--- src/rtl/regfile_pkg.sv ---
`default_nettype none
// ============================================================================
// Module      : regfile_pkg
// Description : Shared types and default sizes for the parametrised register
//               file and its soft-clear sweep controller.
// Revision    : 1.0 - initial release
// ============================================================================
package regfile_pkg;

  // Default geometry of the register file
  localparam int RF_DATA_W_DEF = 8;
  localparam int RF_DEPTH_DEF  = 4;

  // Sweep controller states; explicit 1-bit encoding keeps the state flop narrow
  typedef enum logic [0:0] {
    RF_IDLE  = 1'b0,
    RF_CLEAR = 1'b1
  } rf_state_t;

endpackage : regfile_pkg
`default_nettype wire

--- src/rtl/regfile_clear_fsm.sv ---
`default_nettype none
// ============================================================================
// Module      : regfile_clear_fsm
// Description : Soft-clear sweep controller. On a request seen in IDLE it
//               walks every entry once, issuing one clear write per cycle,
//               then pulses clr_done for one cycle.
// Revision    : 1.0 - initial release
// ============================================================================
module regfile_clear_fsm
  import regfile_pkg::*;
#(
  parameter int DEPTH  = RF_DEPTH_DEF,
  parameter int ADDR_W = $clog2(DEPTH)
) (
  input  logic              clk,
  input  logic              reset,
  input  logic              clr_req,
  output logic              clr_busy,
  output logic              clr_done,
  output logic              clr_we,
  output logic [ADDR_W-1:0] clr_addr
);

  localparam logic [0:0]        S_IDLE   = RF_IDLE;
  localparam logic [0:0]        S_CLEAR  = RF_CLEAR;
  localparam logic [ADDR_W-1:0] PTR_LAST = ADDR_W'(DEPTH - 1);

  logic [0:0]        state_q, state_d;
  logic [ADDR_W-1:0] ptr_q, ptr_d;
  logic              done_q, done_d;

  // Next-state logic: requests are only honoured in IDLE; the sweep exits after the last entry
  always_comb begin
    state_d = state_q;
    ptr_d   = ptr_q;
    done_d  = 1'b0;
    case (state_q)
      S_IDLE: begin
        if (clr_req) begin
          state_d = S_CLEAR;
          ptr_d   = '0;
        end
      end
      S_CLEAR: begin
        ptr_d = ptr_q + 1'b1;
        if (ptr_q == PTR_LAST) begin
          state_d = S_IDLE;
          done_d  = 1'b1;
        end
      end
      default: begin
        state_d = S_IDLE;
        ptr_d   = '0;
      end
    endcase
  end

  // State registers; reset aborts any sweep in progress without a done pulse
  always_ff @(posedge clk) begin
    if (reset) begin
      state_q <= S_IDLE;
      ptr_q   <= '0;
      done_q  <= 1'b0;
    end else begin
      state_q <= state_d;
      ptr_q   <= ptr_d;
      done_q  <= done_d;
    end
  end

  assign clr_busy = (state_q == S_CLEAR);
  assign clr_done = done_q;
  assign clr_we   = clr_busy;
  assign clr_addr = ptr_q;

endmodule : regfile_clear_fsm
`default_nettype wire

--- src/rtl/regfile_param.sv ---
`default_nettype none
// ============================================================================
// Module      : regfile_param
// Description : Parametrised register file with two combinational read ports,
//               one write port, optional hardwired-zero entry 0 and a
//               multi-cycle soft-clear sweep with busy/done handshake.
//               Define REGFILE_BYPASS_EN to forward same-cycle write data to
//               a read port whose address matches the accepted write.
// Revision    : 1.0 - initial release
// ============================================================================
module regfile_param
  import regfile_pkg::*;
#(
  parameter int DATA_W   = RF_DATA_W_DEF,
  parameter int DEPTH    = RF_DEPTH_DEF,
  parameter int ADDR_W   = $clog2(DEPTH),
  parameter int ZERO_REG = 0
) (
  input  logic              clk,
  input  logic              reset,
  input  logic [ADDR_W-1:0] rd_addr_a,
  output logic [DATA_W-1:0] rd_data_a,
  input  logic [ADDR_W-1:0] rd_addr_b,
  output logic [DATA_W-1:0] rd_data_b,
  input  logic              wr_en,
  input  logic [ADDR_W-1:0] wr_addr,
  input  logic [DATA_W-1:0] wr_data,
  output logic              wr_ready,
  input  logic              clr_req,
  output logic              clr_busy,
  output logic              clr_done
);

  logic [DATA_W-1:0] mem_q [DEPTH];
  logic [DATA_W-1:0] mem_d [DEPTH];

  logic              clr_we;
  logic [ADDR_W-1:0] clr_addr;
  logic              wr_fire;

  regfile_clear_fsm #(
    .DEPTH  (DEPTH),
    .ADDR_W (ADDR_W)
  ) u_clear_fsm (
    .clk      (clk),
    .reset    (reset),
    .clr_req  (clr_req),
    .clr_busy (clr_busy),
    .clr_done (clr_done),
    .clr_we   (clr_we),
    .clr_addr (clr_addr)
  );

  assign wr_ready = !clr_busy;

  // A write lands only when the port is ready and it does not target the hardwired zero entry
  assign wr_fire = wr_en && wr_ready && !((ZERO_REG != 0) && (wr_addr == '0));

  // Array update: the sweep write is applied last so it wins over a user write
  always_comb begin
    for (int i = 0; i < DEPTH; i++) begin
      mem_d[i] = mem_q[i];
    end
    if (wr_fire) begin
      mem_d[wr_addr] = wr_data;
    end
    if (clr_we) begin
      mem_d[clr_addr] = '0;
    end
  end

  // Storage flops
  always_ff @(posedge clk) begin
    if (reset) begin
      for (int i = 0; i < DEPTH; i++) begin
        mem_q[i] <= '0;
      end
    end else begin
      for (int i = 0; i < DEPTH; i++) begin
        mem_q[i] <= mem_d[i];
      end
    end
  end

  // Read port A: zero-latency lookup, zero entry masked, optional write-through
  always_comb begin
    rd_data_a = mem_q[rd_addr_a];
    if ((ZERO_REG != 0) && (rd_addr_a == '0)) begin
      rd_data_a = '0;
    end
`ifdef REGFILE_BYPASS_EN
    if (wr_fire && (wr_addr == rd_addr_a)) begin
      rd_data_a = wr_data;
    end
`endif
  end

  // Read port B: same behaviour as port A, independent address
  always_comb begin
    rd_data_b = mem_q[rd_addr_b];
    if ((ZERO_REG != 0) && (rd_addr_b == '0)) begin
      rd_data_b = '0;
    end
`ifdef REGFILE_BYPASS_EN
    if (wr_fire && (wr_addr == rd_addr_b)) begin
      rd_data_b = wr_data;
    end
`endif
  end

endmodule : regfile_param
`default_nettype wire

--- config.mk ---
export PLATFORM = sky130hd
export DESIGN_NAME = regfile_param
export DESIGN_NICKNAME = d
export VERILOG_FILES = /design/src/rtl/regfile_pkg.sv /design/src/rtl/regfile_clear_fsm.sv /design/src/rtl/regfile_param.sv
export SDC_FILE = /design/constraint.sdc
export NUM_CORES = 1
export LEC_CHECK = 0
export ABC_CLOCK_PERIOD_IN_PS = 3550
export BUFFER_PORTS_ARGS = -buffer_cell sky130_fd_sc_hd__clkbuf_2
export CORE_MARGIN = 3
export CORE_UTILIZATION = 35
export CTS_CLUSTER_SIZE = 40
export DETAILED_ROUTE_END_ITERATION = 10
export SYNTH_ARGS = -nofsm -noshare
export SYNTH_HDL_FRONTEND = slang
export SYNTH_SLANG_ARGS = --single-unit
--- constraint.sdc ---
create_clock -name clk -period 3.55 [get_ports clk]
set_clock_uncertainty 0.15 [all_clocks]
set_input_delay 0.8875 -clock clk [delete_from_list [all_inputs] [get_ports clk]]
set_output_delay 0.8875 -clock clk [all_outputs]
set_load 0.005 [all_outputs]
Word level (Yosys, flattened, before mapping)
Memory sizes are Yosys's and may differ from the RTL's.
Index checks and enable logic that the tools add are counted.

word-level totals
  output and inout port bits = 19
  memory bits (read-only) = 0
  memories kept = 1
  memory bits (writable) = 32
  register bits after elaboration = 4
  bits of input ports = 18
  bits in latches = 0

memories
  memory  words  bits a word  read ports  clocked after Yosys merged registers in  write ports  line                 text
  mem_q   4      8            6           0                                        4            regfile_param.sv:34  logic [DATA_W-1:0] mem_q [DEPTH];

cells by class
  multipliers = 0
  muxes and demuxes = 20
  add/sub/neg operators = 1
  eq/ne operators = 2
  bitwise gates (word level) = 9
  shifts and indexed selects = 0
  div/mod/pow operators = 0
  order comparisons = 4
  reductions and logical operators = 5

operators by type and width
  cell                   number
  $mux W32               2
  $mux W8                6
  $and A32 B32 Y32       1
  $bwmux W32             1
  $demux W8 S2           2
  $not A32 Y32           1
  $ge A3 B3 Y1 const B   2
  $lt A3 B1 Y1 const B   2
  $mux W1                6
  $not A2 Y3             2
  $or A1 B1 Y1           4
  $pmux W2 S2            1
  $logic_and A1 B1 Y1    3
  $add A2 B1 Y2 const B  1
  $eq A2 B2 Y1 const B   1
  $mux W2                1
  $ne A2 B2 Y1 const B   1
  $pmux W1 S2            1
  $reduce_or A2 Y1       1
  $logic_not A1 Y1       1
  $not A1 Y1             1

Longest topological paths before layout
  depth in word-level cells = 10
  mapped depth = 4

By module
Synthesis repeated with hierarchy kept, for this count alone.

unflattened totals
  cells, all modules = 167
  area, all modules = 1,757.9 um^2

modules (own cells, without submodules)
  module             cells an instance  area each (um^2)  instances
  regfile_param      150                1,579.0           1
  regfile_clear_fsm  17                 178.9             1

Worst setup path before layout
Ideal clock, no wire load.

  path type = input to output
  start point = in rd_addr_a[0]
  end point = out rd_data_a[0]
  stages = 2
  data arrival time = 1.637 ns
  slack = 0.875 ns
  buffers on the path = 1
  cells stage by stage = buf_2 mux4_2

on the way
  longest elaborated chain between the ends = 1

ends and longest elaborated chain
  item           line                 text
  from (decl)    regfile_param.sv:21  input logic [ADDR_W-1:0] rd_addr_a,
  $mem_v2 Z4 W8  -
  to (decl)      regfile_param.sv:22  output logic [DATA_W-1:0] rd_data_a,

No other way between the ends.

Final worst setup path
  start point = in rd_addr_b[0]
  end point = out rd_data_b[4]

on the way
  longest elaborated chain between the ends = 1

ends and longest elaborated chain
  item           line                 text
  from (decl)    regfile_param.sv:23  input logic [ADDR_W-1:0] rd_addr_b,
  $mem_v2 Z4 W8  -
  to (decl)      regfile_param.sv:24  output logic [DATA_W-1:0] rd_data_b,

No other way between the ends.

==> impl_metrics.py <==
metrics = {
    "min_path": {
        "timing.hold.worst.class": "reg -> reg",
    },
    "power_and_ir_drop": {
        "largest_vdd_supply_drop_v": 0.000173,
        "p_leak_nw": 0.805,
        "power_density_mw_per_mm2": 418,
    },
    "grt": {
        "grt_util_all_layers": 0.149,
        "grt_max_degree": 17,
        "grt_first_pass_wirelength_um": 6780,
        "global_route.usage.met3": 0.0452,
        "use_met1": 0.194,
        "busiest_layer": "met2",
        "number_of_antenna_violations_at_the_first_check_in_global_routing": 0,
        "grt_pass1_vias": 1343,
        "globalRouteMet2Util": 0.234,
        "globalRouteOverflowTotal": 0,
    },
    "timing": {
        "timing_hold_violations_final": 0,
        "setup_viol": 0,
        "max-slew-margin-rel": 0.392,
        "min_period_ns": 2.92,
        "post-route-period-util": 0.822,
        "setup-tns-final_ns": 0,
        "fmax_mhz": 343,
        "final_report_max_slew_violation_count": 0,
        "post-route-worst-setup-slack_ns": 0.632,
        "tightestPinTransition_ns": 0.909,
        "grt_setup_unrepaired": "false",
    },
    "floorplanning": {
        "io_pins": 37,
        "row_count": 25,
        "initial_core_util": 0.371,
        "die_y_um": 77.5,
        "floorplan.core_area_mm2": 0.00482,
        "die_outline_area_mm2": 0.00600,
        "floorplan.die.width_um": 77.5,
    },
    "detailed_routing": {
        "first_pass_iters": 4,
        "post_drt_wl_per_cell_um": 15.5,
        "avgViaCountPerCell": 5.07,
        "drtAntennaViolNets": 0,
        "dr_total_vias": 1368,
        "wirelength_um": 4170,
        "initialDrtViolationCount": 75,
        "drc": 0,
    },
    "placement": {
        "dpl.hpwl_um": 2920,
        "placedCellCount": 262,
        "dpl_worst_slack_ns": 0.628,
        "io_buffer_count": 36,
        "gpl_wtd_cong": 0.688,
        "postPlaceCellArea_mm2": 0.00198,
    },
    "setup_path": {
        "ff2ff_setup_slack_ns": 1.74,
        "timing_worst_setup_path_type": "in -> out",
        "worst-path-max-fanout": 8,
        "worst-endpoint-required_ns": 2.51,
        "worst_setup_path_start_kind": "input pin",
        "worst_setup_path_end_kind": "output pin",
        "crit_arrival_ns": 1.88,
    },
    "synth": {
        "synth.yosys.warnings": 0,
        "syn-instance-count": 169,
        "postSynthRegisterBits": 36,
        "post_synth.cell_area_avg_um2": 10.6,
        "synth_seq_area_share": 0.403,
        "synth_nets": 191,
        "syn-cell-area_mm2": 0.00179,
        "synth.lib_cells_used.distinct": 22,
    },
    "cts": {
        "cts_hold_buf": 0,
        "post-cts-setup-buffers": 0,
        "clkSlewWorstSetupHoldPaths_ns": 0.07,
        "tritoncts": "yes",
        "ctsRootBufferMaster": "sky130_fd_sc_hd__clkbuf_8",
        "cts-root-to-sink-buffers": 2,
        "ctsResizeCount": 0,
        "clock_insertion_delay_worst_skew_ns": 0.28,
        "sink_count_of_the_clock_tree": 36,
        "tritoncts.num_buffers": 5,
        "htree_num_levels": 2,
    },
    "job": {
        "cap_violations": 0,
    },
    "outcome": {
        "status": "complete, no violations",
    },
    "layout": {
        "num-nets-final": 224,
        "antennaDiodeCount": 0,
        "area_delta_synth_final_pct": 17.0,
        "finalInstanceArea_mm2": 0.00209,
        "final_layout_size_suffix_gt1_frac": 0.315,
        "fin_cells": 270,
    },
}
## worst max-delay path: stages
cell,delay (ns)
sky130_fd_sc_hd__clkbuf_2,0.30
sky130_fd_sc_hd__mux4_2,0.56
sky130_fd_sc_hd__clkbuf_2,0.13
## worst paths after layout
path                                      to                 start  cells after the start
worst min-delay path             mem_q[3][2]           mem_q[3][2]                      2
worst max-delay path            rd_data_b[4]          rd_addr_b[0]                      3
worst max register to register   mem_q[0][6]  u_clear_fsm.clr_busy                      3
worst min register to register   mem_q[3][2]           mem_q[3][2]                      2
## cell usage in the layout (no fill, tap or decap), drive strengths merged
| master | count |
|---|---|
| mux4 | 16 |
| a21o | 4 |
| dfxtp | 36 |
| inv | 4 |
| nor3 | 1 |
| nor2 | 19 |
| and4bb | 2 |
| bufinv | 1 |
| clkinv | 1 |
| mux2i | 17 |
| a21oi | 18 |
| nor4b | 1 |
| clkbuf | 42 |
| ha | 4 |
| nand2 | 32 |
| nand4b | 1 |
| or4b | 1 |
| nor3b | 2 |
| and4b | 1 |
## state kept, by name, indices dropped and copies added (netlist names)
name	cells
mem_q	32
u_clear_fsm.clr_done	1
u_clear_fsm.clr_addr	2
u_clear_fsm.clr_busy	1
## cell usage after synthesis (all sizes together)
cell type | count | area share
nand4b | 1 | 0.0049
ha | 4 | 0.028
nand2 | 32 | 0.067
and4b | 1 | 0.0063
mux4 | 16 | 0.20
buf | 7 | 0.022
or4b | 1 | 0.0056
and4bb | 2 | 0.014
nor2 | 19 | 0.040
mux2i | 17 | 0.095
nor4b | 1 | 0.0084
nor3b | 2 | 0.0084
a21o | 4 | 0.018
clkbuf | 2 | 0.0098
clkdlybuf4s25 | 1 | 0.0056
inv | 4 | 0.0084
nor3 | 1 | 0.0028
a21oi | 18 | 0.050
dfxtp | 36 | 0.40
## metal layers
metal / vias to the layer above / routed length (µm)
met5: - / 0
met1: 650 / 1910
met3: 6 / 279
li1: 668 / -
met4: 0 / 65
met2: 44 / 1920
## cell families after synthesis
kind of cell | Yosys count | share of synthesized area
buf+inv | 14 | 0.0462
mux | 33 | 0.297
simple gates | 60 | 0.158
compound gates | 22 | 0.0679
flops | 36 | 0.403
fa+ha+maj | 4 | 0.0280
## power by group
part | switching (mW) | leakage (nW) | internal [mW]
logic | 0.0512 | 0.457 | 0.0428
clock network | 0.145 | 0.0552 | 0.208
registers | 0.0108 | 0.292 | 0.415
total | 0.207 | 0.805 | 0.667
## stage by stage
step / hold WS, ns / total power, mW / util
2_1_floorplan: 0.293 / 0.496 / -
3_3_place_gp: 0.305 / 0.529 / 0.412
3_5_place_dp: 0.311 / 0.530 / 0.412
4_1_cts: 0.321 / 0.884 / 0.434
5_1_grt: 0.344 / 0.910 / 0.434
6_report: 0.321 / 0.874 / 0.434
## final cells by class
class	count	area, µm²
inverter	4	15.0
sequential	36	721
tap	67	83.8
clock inverter	2	35.0
clock buffer	6	72.6
timing repair buffer	36	180
multi-input combinational	119	983
fill	495	2730
No activity file was read; power rests on OpenSTA's default activity.
